$ cat config.mk
export PLATFORM = sky130hd
export DESIGN_NAME = fcvt_f2i_pipe
export DESIGN_NICKNAME = d
export VERILOG_FILES = /design/src/rtl/fcvt_f2i_pipe.sv
export SDC_FILE = /design/constraint.sdc
export NUM_CORES = 1
export LEC_CHECK = 0
export ABC_AREA = 1
export CELL_PAD_IN_SITES_DETAIL_PLACEMENT = 1
export CELL_PAD_IN_SITES_GLOBAL_PLACEMENT = 2
export CORE_UTILIZATION = 35
export CTS_BUF_LIST = sky130_fd_sc_hd__clkbuf_8
export CTS_CLUSTER_SIZE = 25
export DETAILED_ROUTE_END_ITERATION = 10
export GPL_TIMING_DRIVEN = 1
export PLACE_DENSITY = 0.93
export REMOVE_ABC_BUFFERS = 1
export SETUP_SLACK_MARGIN = 0.02
export SKIP_CTS_REPAIR_TIMING = 1
export SLEW_MARGIN = 20
export SYNTH_ARGS = -nofsm -noshare
export SYNTH_HDL_FRONTEND = slang
export SYNTH_SLANG_ARGS = --single-unit
$ cat constraint.sdc
create_clock -name CLK -period 11 [get_ports CLK]
set_input_delay 3.3 -clock CLK [delete_from_list [all_inputs] [get_ports CLK]]
set_output_delay 3.3 -clock CLK [all_outputs]
set_load 0.05 [all_outputs]
$ cat src/rtl/fcvt_f2i_pipe.sv
// Two-stage pipelined float-to-integer converter (FCVT.W.S / FCVT.WU.S).
// Stage 1 classifies the operand and aligns the significand to an integer
// magnitude plus guard/sticky bits. Stage 2 rounds by the requested mode,
// saturates, applies the sign and raises NV/NX. Both stages sit behind a
// valid/ready handshake and the result is fully registered.
module fcvt_f2i_pipe #(
   parameter int F_EXP     = 8,
   parameter int F_FLAC    = 23,
   parameter int I_WIDTH   = 32,
   parameter int TAG_WIDTH = 5
) (
   input  logic                    CLK,
   input  logic                    RST,
   input  logic                    in_valid,
   output logic                    in_ready,
   input  logic [F_EXP+F_FLAC:0]   in1,
   input  logic                    is_signed,
   input  logic [2:0]              rm,
   input  logic [TAG_WIDTH-1:0]    in_tag,
   output logic                    out_valid,
   input  logic                    out_ready,
   output logic [I_WIDTH-1:0]      out1,
   output logic [TAG_WIDTH-1:0]    out_tag,
   output logic                    invalid,
   output logic                    inexact
);

   localparam int BIAS = 2**(F_EXP-1) - 1;
   // aligned width: I_WIDTH integer bits over F_FLAC+1 fraction bits
   localparam int XW   = I_WIDTH + F_FLAC + 1;

   localparam logic [I_WIDTH-1:0] MAX_S = {1'b0, {(I_WIDTH-1){1'b1}}};
   localparam logic [I_WIDTH-1:0] MIN_S = {1'b1, {(I_WIDTH-1){1'b0}}};
   localparam logic [I_WIDTH-1:0] ALL1  = {I_WIDTH{1'b1}};

   typedef enum logic [2:0] {
      RM_RNE = 3'd0,
      RM_RTZ = 3'd1,
      RM_RDN = 3'd2,
      RM_RUP = 3'd3,
      RM_RMM = 3'd4
   } rm_e;

   // ---------------- stage 1: decode / align ----------------
   logic                     sign_d;
   logic [F_EXP-1:0]         exp_f;
   logic [F_FLAC-1:0]        frac_f;
   logic                     exp_max, nan_d, inf_d, big_d;
   logic signed [31:0]       e_unb;
   logic [31:0]              sh;
   logic [XW-1:0]            x_al;
   logic [I_WIDTH-1:0]       mag_d;
   logic                     g_d, s_d;

   assign sign_d  = in1[F_EXP+F_FLAC];
   assign exp_f   = in1[F_FLAC +: F_EXP];
   assign frac_f  = in1[F_FLAC-1:0];
   assign exp_max = &exp_f;
   assign nan_d   = exp_max & (|frac_f);
   assign inf_d   = exp_max & ~(|frac_f);
   assign e_unb   = $signed(32'(exp_f)) - BIAS;
   assign big_d   = (e_unb >= I_WIDTH);
   // shift so that the binary point lands between x_al[F_FLAC+1] and x_al[F_FLAC]
   assign sh      = e_unb + 32'sd1;

   // Align {1,frac} to integer magnitude, guard and sticky.
   always_comb begin
      // NOTE: every output of a combinational block gets a default first, so
      // no path through the ifs below can leave it unassigned and infer a latch.
      x_al  = '0;
      mag_d = '0;
      g_d   = 1'b0;
      s_d   = 1'b0;
      if (exp_max || big_d) begin
         // NaN, inf or too large: magnitude is irrelevant, saturation decides
      end else if (e_unb < -1) begin
         // below 0.5 (includes zero and every subnormal): only sticky survives
         s_d = |in1[F_EXP+F_FLAC-1:0];
      end else begin
         x_al  = {{I_WIDTH{1'b0}}, 1'b1, frac_f} << sh;
         mag_d = x_al[XW-1 -: I_WIDTH];
         g_d   = x_al[F_FLAC];
         s_d   = |x_al[F_FLAC-1:0];
      end
   end

   logic                  s1_valid, s2_valid, s2_en;
   logic                  s1_sign, s1_nan, s1_inf, s1_big, s1_signed, s1_g, s1_s;
   logic [2:0]            s1_rm;
   logic [TAG_WIDTH-1:0]  s1_tag;
   logic [I_WIDTH-1:0]    s1_mag;

   assign s2_en     = ~s2_valid | out_ready;
   assign in_ready  = ~s1_valid | s2_en;
   assign out_valid = s2_valid;

   // Stage 1 occupancy: refilled (or emptied) whenever it can accept.
   always_ff @(posedge CLK or posedge RST) begin
      // NOTE: sequential state uses non-blocking assignments so every register
      // samples pre-edge values, independent of statement order.
      if (RST)           s1_valid <= 1'b0;
      else if (in_ready) s1_valid <= in_valid;
   end

   // Stage 1 payload, captured on acceptance.
   always_ff @(posedge CLK) begin
      // NOTE: payload registers are qualified by s1_valid, so they need no
      // reset; only the valid bits and the visible outputs are cleared.
      if (in_valid && in_ready) begin
         s1_sign   <= sign_d;
         s1_nan    <= nan_d;
         s1_inf    <= inf_d;
         s1_big    <= big_d;
         s1_signed <= is_signed;
         s1_rm     <= rm;
         s1_tag    <= in_tag;
         s1_mag    <= mag_d;
         s1_g      <= g_d;
         s1_s      <= s_d;
      end
   end

   // ---------------- stage 2: round / saturate ----------------
   logic                inc, exact;
   logic [I_WIDTH:0]    r_mag;
   logic [I_WIDTH-1:0]  res, sat_val;
   logic                nv, nx;

   // Round, range-check and sign the aligned magnitude.
   always_comb begin
      inc = 1'b0;
      case (s1_rm)
         RM_RNE:  inc = s1_g & (s1_s | s1_mag[0]);
         RM_RDN:  inc = s1_sign & (s1_g | s1_s);
         RM_RUP:  inc = ~s1_sign & (s1_g | s1_s);
         RM_RMM:  inc = s1_g;
         default: inc = 1'b0;   // RTZ and reserved encodings
      endcase
      r_mag   = {1'b0, s1_mag} + {{I_WIDTH{1'b0}}, inc};
      exact   = ~(s1_g | s1_s);
      sat_val = s1_signed ? (s1_sign ? MIN_S : MAX_S) : (s1_sign ? '0 : ALL1);
      res     = '0;
      nv      = 1'b0;
      if (s1_nan) begin
         res = s1_signed ? MAX_S : ALL1;
         nv  = 1'b1;
      end else if (s1_inf || s1_big) begin
         res = sat_val;
         nv  = 1'b1;
      end else if (s1_signed) begin
         if ((!s1_sign && r_mag > {1'b0, MAX_S}) || (s1_sign && r_mag > {1'b0, MIN_S})) begin
            res = sat_val;
            nv  = 1'b1;
         end else begin
            res = s1_sign ? ('0 - r_mag[I_WIDTH-1:0]) : r_mag[I_WIDTH-1:0];
         end
      end else begin
         if (s1_sign) begin
            res = '0;
            nv  = |r_mag;
         end else if (r_mag[I_WIDTH]) begin
            res = ALL1;
            nv  = 1'b1;
         end else begin
            res = r_mag[I_WIDTH-1:0];
         end
      end
      nx = ~exact & ~nv;
   end

   // Output register: loads when empty or drained, holds while stalled.
   always_ff @(posedge CLK or posedge RST) begin
      if (RST) begin
         s2_valid <= 1'b0;
         out1     <= '0;
         out_tag  <= '0;
         invalid  <= 1'b0;
         inexact  <= 1'b0;
      end else if (s2_en) begin
         s2_valid <= s1_valid;
         if (s1_valid) begin
            out1    <= res;
            out_tag <= s1_tag;
            invalid <= nv;
            inexact <= nx;
         end
      end
   end

endmodule

==> flow_metrics.tcl <==
set metrics [dict create \
    synth_top_area_share 0.1766 \
    synth-xor-area-share 0.04507 \
    synth_area_leaders "nand2_1, edfxtp_1, dfrtp_1, nand3_1, nor2_1" \
    critPathLaunchType "input port" \
    drive_gt1_frac 0.07308 \
    period_share 0.7790 \
    wl_per_cell_um 17.45 \
    fin_crit_ns 8.569 \
    synthFlopType "edfxtp_1" \
    setup_viol 0 \
    cts_made_buffers 9 \
    area_growth_pct 14.96 \
    synth-seq-cells 88 \
    max_stage_delay_ns 1.15 \
    power_mw 1.279 \
    synth_edf_count 47 \
    ir_drop_v 0.00007575 \
    clock-sinks 88 \
    netlist_area_um2 8439 \
    clk_pin_slew_ns 0.10 \
    synth.distinct_cells 50 \
    synth-compound-area-share 0.1362 \
    end_kind "register" \
    layout_commonest_cell "nand2_1" \
    synthAdderAreaFrac 0.01186 \
    worstPathArrival_ns 8.68 \
    htree_num_levels 3 \
    final_nets 1430 \
    p_per_area_nw_per_um2 131.8 \
    drtIter0Drc 820 \
    hold_viol 0 \
    cp_data_required_time_ns 11.12 \
    die_y_um 157.3 \
    postSynthCellCount 1333 \
    fin_skew_ns 0.01112 \
    path_class "input port to register" \
    cts-root-buf "clkbuf_8" \
    drtAntennaViolNets 0 \
    clkLatencyLatePin_ns 0.39 \
    cap_viol_max_count 0 \
    grt_use_total 0.2517 \
    seq_area_um2 2437 \
    fillers 3196 \
    pin_count 86 \
    gp_congestion 0.9024 \
    grt_overflow 0 \
    synthSimpleGateAreaFrac 0.4261 \
    status "finished, final reports clean" \
    max_slew.worst_pin.slew_ns 1.054 \
    remaining_drc_errors 0 \
    finalSetupTns_ns 0 \
    synth-seq-area-share 0.2888 \
    relSlewSlack 0.2928 \
    multi_input_area_um2 5244 \
    wl_mm 29.69 \
    cts_buffer_depth 2 \
    synth_top_family_by_area "simple AND/OR/NAND/NOR gates" \
    antenna_found_initial 0 \
    ys_async_sr_fraction 0.4659 \
    grt_pass1_vias 9062 \
    dr.pass1.iters 5 \
    yosys_warnings 0 \
    power.leakage_nw 4.254 \
    syn_avg_cell_area_um2 6.331 \
    die_w_um 157.3 \
    final_cell_mix "nand2_1, nand3_1, nor2_1" \
    cts_tree "built" \
    grt_start_max_net_pins 47 \
    synthMuxAreaShare 0 \
    viasPerCell 5.437 \
    die-area_um2 24740 \
    dp.final_hpwl_mm 23.30 \
    cp_cell_sequence "clkdlybuf4s50_1 -> inv_1 -> ha_1 -> nor2_2 -> nand3_1 -> nand2_1 -> inv_1 -> nor2_2 -> buf_4 -> clkinv_1 -> nand4_1 -> nor2_1 -> nor2_1 -> nand3_1 -> nor2_1 -> nand2_1 -> nor2_1 -> nand3_1 -> nand2_1 -> nand2_1" \
    diodes 0 \
    grt_pass1_wl_mm 48.83 \
    rsz0062_at_grt "false" \
    yosys.area.top_type "nand2_1" \
    numPortBuffers 85 \
    vias 9249 \
    num_rows 56 \
    crit_fanout 37 \
    fmax_mhz 116.7 \
    cp_slowest_cell "clkdlybuf4s50_1" \
    hp-class "register to register" \
    start_util 0.3585 \
    coreArea_um2 23540 \
    slew_viol_final 0 \
    r2r_setup_slack_ns 5.75 \
]
-- area by class of cell --
cell class                 count  share of cell area
sequential                    88              0.2512
multi-input combinational   1056              0.5405
tap                          319             0.04114
clock buffer                  10             0.01419
clock inverter                 6            0.007609
timing repair buffer          97             0.09698
inverter                     125             0.04836
-- final timing paths --
| kind | from | to | cells after the start |
|---|---|---|---|
| setup reg to reg | s1_sign | out1[31] | 24 |
| hold reg to reg | s1_tag[3] | out_tag[3] | 2 |
| hold / removal | s1_tag[3] | out_tag[3] | 2 |
| setup / recovery | in1[23] | s1_s | 20 |
| max in group asynchronous | RST | out1[1] | 3 |
| min in group asynchronous | RST | out1[23] | 3 |
-- flip-flops by register name, summed over array words and instances, names as in the netlist, 3 cells and up --
name     cells
s1_tag       5
s1_mag      32
s1_rm        3
out1        32
out_tag      5
-- power by group --
part | internal [mW] | total, mW | switching [mW] | leakage (nW)
Sequential | 0.403 | 0.439 | 0.0357 | 0.919
Clock | 0.115 | 0.247 | 0.132 | 0.110
Combinational | 0.180 | 0.592 | 0.412 | 3.23
-- metal layers --
| layer | wire, µm | part of all wire | GRT usage | up-vias |
|---|---|---|---|---|
| li1 | - | - | - | 4536 |
| met1 | 14120 | 0.48 | 0.3539 | 4484 |
| met2 | 13770 | 0.46 | 0.4039 | 197 |
| met3 | 1333 | 0.045 | 0.03607 | 32 |
| met4 | 460 | 0.015 | 0.05964 | 0 |
| met5 | 0 | 0 | 0 | - |
-- cell families after synthesis --
logic type / Yosys count
AO/OA/AOI/OAI: 197
XOR/XNOR: 40
adder cells (fa/ha/maj): 8
buffers and inverters: 189
flip-flops: 88
AND/OR/NAND/NOR: 811
-- Yosys cell counts, drive strengths merged, types with 3 or more instances --
library cell / instances
o22ai: 9
a31oi: 7
o211ai: 3
nor4: 6
clkbuf: 37
buf: 27
nor2: 154
o21ai: 96
dfrtp: 41
xor2: 37
xnor2: 3
nand3: 148
inv: 123
nand4: 61
nand2: 409
o21a: 3
o32ai: 3
nor3: 28
or2: 3
a21o: 6
edfxtp: 47
o31ai: 5
a21oi: 55
ha: 8
a221o: 3
-- stage by stage --
step | hold WS [ns] | area (µm²) | util | worst slack (ns) | cells
after floorplan | 0.4184 | 8133 | - | 3.713 | 1269
after global placement | 0.4255 | 9490 | 0.4031 | 2.466 | 1685
after detailed placement | 0.4290 | 9490 | 0.4031 | 2.294 | 1685
after CTS | 0.4548 | 9702 | 0.4121 | 2.697 | 1701
after global routing | 0.4875 | 9702 | 0.4121 | 1.958 | 1701
final | 0.4514 | 9702 | 0.4121 | 2.431 | 1701
-- worst max-delay path: cells and delay by family --
| kind | cells | cell delay, ns |
|---|---|---|
| adders and majority gates | 1 | 0.54 |
| buffers and inverters | 5 | 3.12 |
| and+or+nand+nor | 14 | 1.68 |
Power figures use the tool's default switching activity.
==> patch (same settings) <==
Set the parameter `TAG_WIDTH` to 10 (it was 5).
--- a/src/rtl/fcvt_f2i_pipe.sv
+++ b/src/rtl/fcvt_f2i_pipe.sv
@@ -9,3 +9,3 @@
    parameter int I_WIDTH   = 32,
-   parameter int TAG_WIDTH = 5
+   parameter int TAG_WIDTH = 10
 ) (
Interface: changed (resized in_tag and out_tag); port bits go from 86 to 96. The function was not compared with the original's and may differ.
==> patch against the unedited design <==
Sequential cell count increased by 10. Count of clock-buffer cells in the layout decreased by 1. Worst setup slack improved by 530 ps. Wire length increased by 6.3%. Hold slack improved by 7.4 ps. Critical path depth decreased by 16. Sequential power increased by 12%. Sequential share of layout area increased by 1.7 points. Final cell count increased by 2.6%. Synthesized area increased by 3.5%. Largest cell class unchanged. Register-to-register slack improved by 210 ps. Power increased by 7.6%. Design area increased by 4.3%.
==> patch: results (changes against the unedited design) <==
| Metric | Value |
|---|---|
| Post-synth ARST share | `46.94% (+0.35 points)` |
| Syn Area/Cell | `6.421 sq um (+1.4%)` |
| Share of cells above drive strength 1 | `6.897% (-0.41 points)` |
| Cells taking the most area after synthesis | `nand2_1 (18%), edfxtp_1 (18%), dfrtp_1 (13%)` |
| Clock Skews | `27.64 ps (+16.52 ps)` |
| Final GP Congestion | `0.9021 (about the same)` |
| Seq/Total Area, Yosys | `31.06% (+2.2 points)` |
| Worst slew pin tran | `1051 ps (-3.314 ps)` |
| Dpl cell area | `9926 sq um (+4.6%)` |
| Starting DRT DRC Count | `679 (-17%)` |
| Most frequent cells after synthesis | `nand2_1 (421), nand3_1 (190), nor2_1 (137)` |
| Peak supply drop | `0.00009459 V (+25%)` |
| Layout fillers | `3231 (+1.1%)` |
| Post-route cell area | `10120 sq um (+4.3%)` |
| Cells after DPL | `1729 (+2.6%)` |
| Final WL | `31.55 mm (+6.3%)` |
| Leak | `0.004375 uW (+2.8%)` |
| Clk Latency, worst-skew pair | `410 ps (+20 ps)` |
| Synth cell types | `51 (+2.0%)` |
| CP max FO | `3 (-92%)` |
| CP Capture Point | `in_ready` |
| Max stage delay on crit path | `820 ps (-330 ps)` |
| Tmin final | `8039 ps (-529.9 ps)` |
| EDFF count, synth | `52 (+11%)` |
| Largest net degree at the start of global routing | `53 (+13%)` |
| WHS | `458.8 ps (+7.356 ps)` |
| Status | `completed` |
| Critical path data arrival time | `4740 ps (-3940 ps)` |
| Routed vias | `9523 (+3.0%)` |
| Dpl hpwl | `24.75 mm (+6.3%)` |
| Port Buffers | `95 (+12%)` |
==> patch: worst max-delay path: cells and delay by family <==
family        cells  cell delay [ps]
simple gates      1              110
buf+inv           3             1330
==> patch: metal layers <==
layer	vias up	GRT usage, %
met5	-	0
met4	0	4.675
met3	22	3.558
met2	251	39.86
met1	4606	36.40
li1	4644	-
==> patch: worst min-delay path by stage <==
stage	depth (start not counted)	endpoint	startpoint
after floorplan	2	out_tag[0]$_DFFE_PP0P_	s1_tag[0]$_DFFE_PP_
after global placement	2	out_tag[5]$_DFFE_PP0P_	s1_tag[5]$_DFFE_PP_
after detailed placement	2	out_tag[9]$_DFFE_PP0P_	s1_tag[9]$_DFFE_PP_
after CTS	2	out_tag[6]$_DFFE_PP0P_	s1_tag[6]$_DFFE_PP_
after global routing	2	out_tag[9]$_DFFE_PP0P_	s1_tag[9]$_DFFE_PP_
final	2	out_tag[0]$_DFFE_PP0P_	s1_tag[0]$_DFFE_PP_
==> patch: report_power, final <==
group	total [uW]	internal [uW]	leakage (uW)	switching, uW
Combinational	640	194	0.00325	445
Clock	247	89.1	0.000101	158
Sequential	490	449	0.00103	40.4
Total	1380	733	0.00438	643
==> patch: layout make-up <==
type                            count  share of cell area (%)
Multi-Input combinational cell   1083                   52.61
Sequential cell                    98                   26.81
Timing Repair Buffer              108                   10.36
Inverter                          116                   4.327
Tap cell                          324                   4.006
Clock buffer                        9                   1.224
Clock inverter                      7                  0.6677
==> patch: logic make-up (layout without fill, tap and decap cells) <==
logic type	Yosys count	after routing	share of synthesized area [%]
and+or+nand+nor	873	873	44.65
buffers and inverters	179	240	8.139
AOI/OAI and AO/OA	160	160	10.45
DFF	98	98	31.06
xor gates and xnor gates	42	42	4.557
adders and majority gates	8	8	1.146
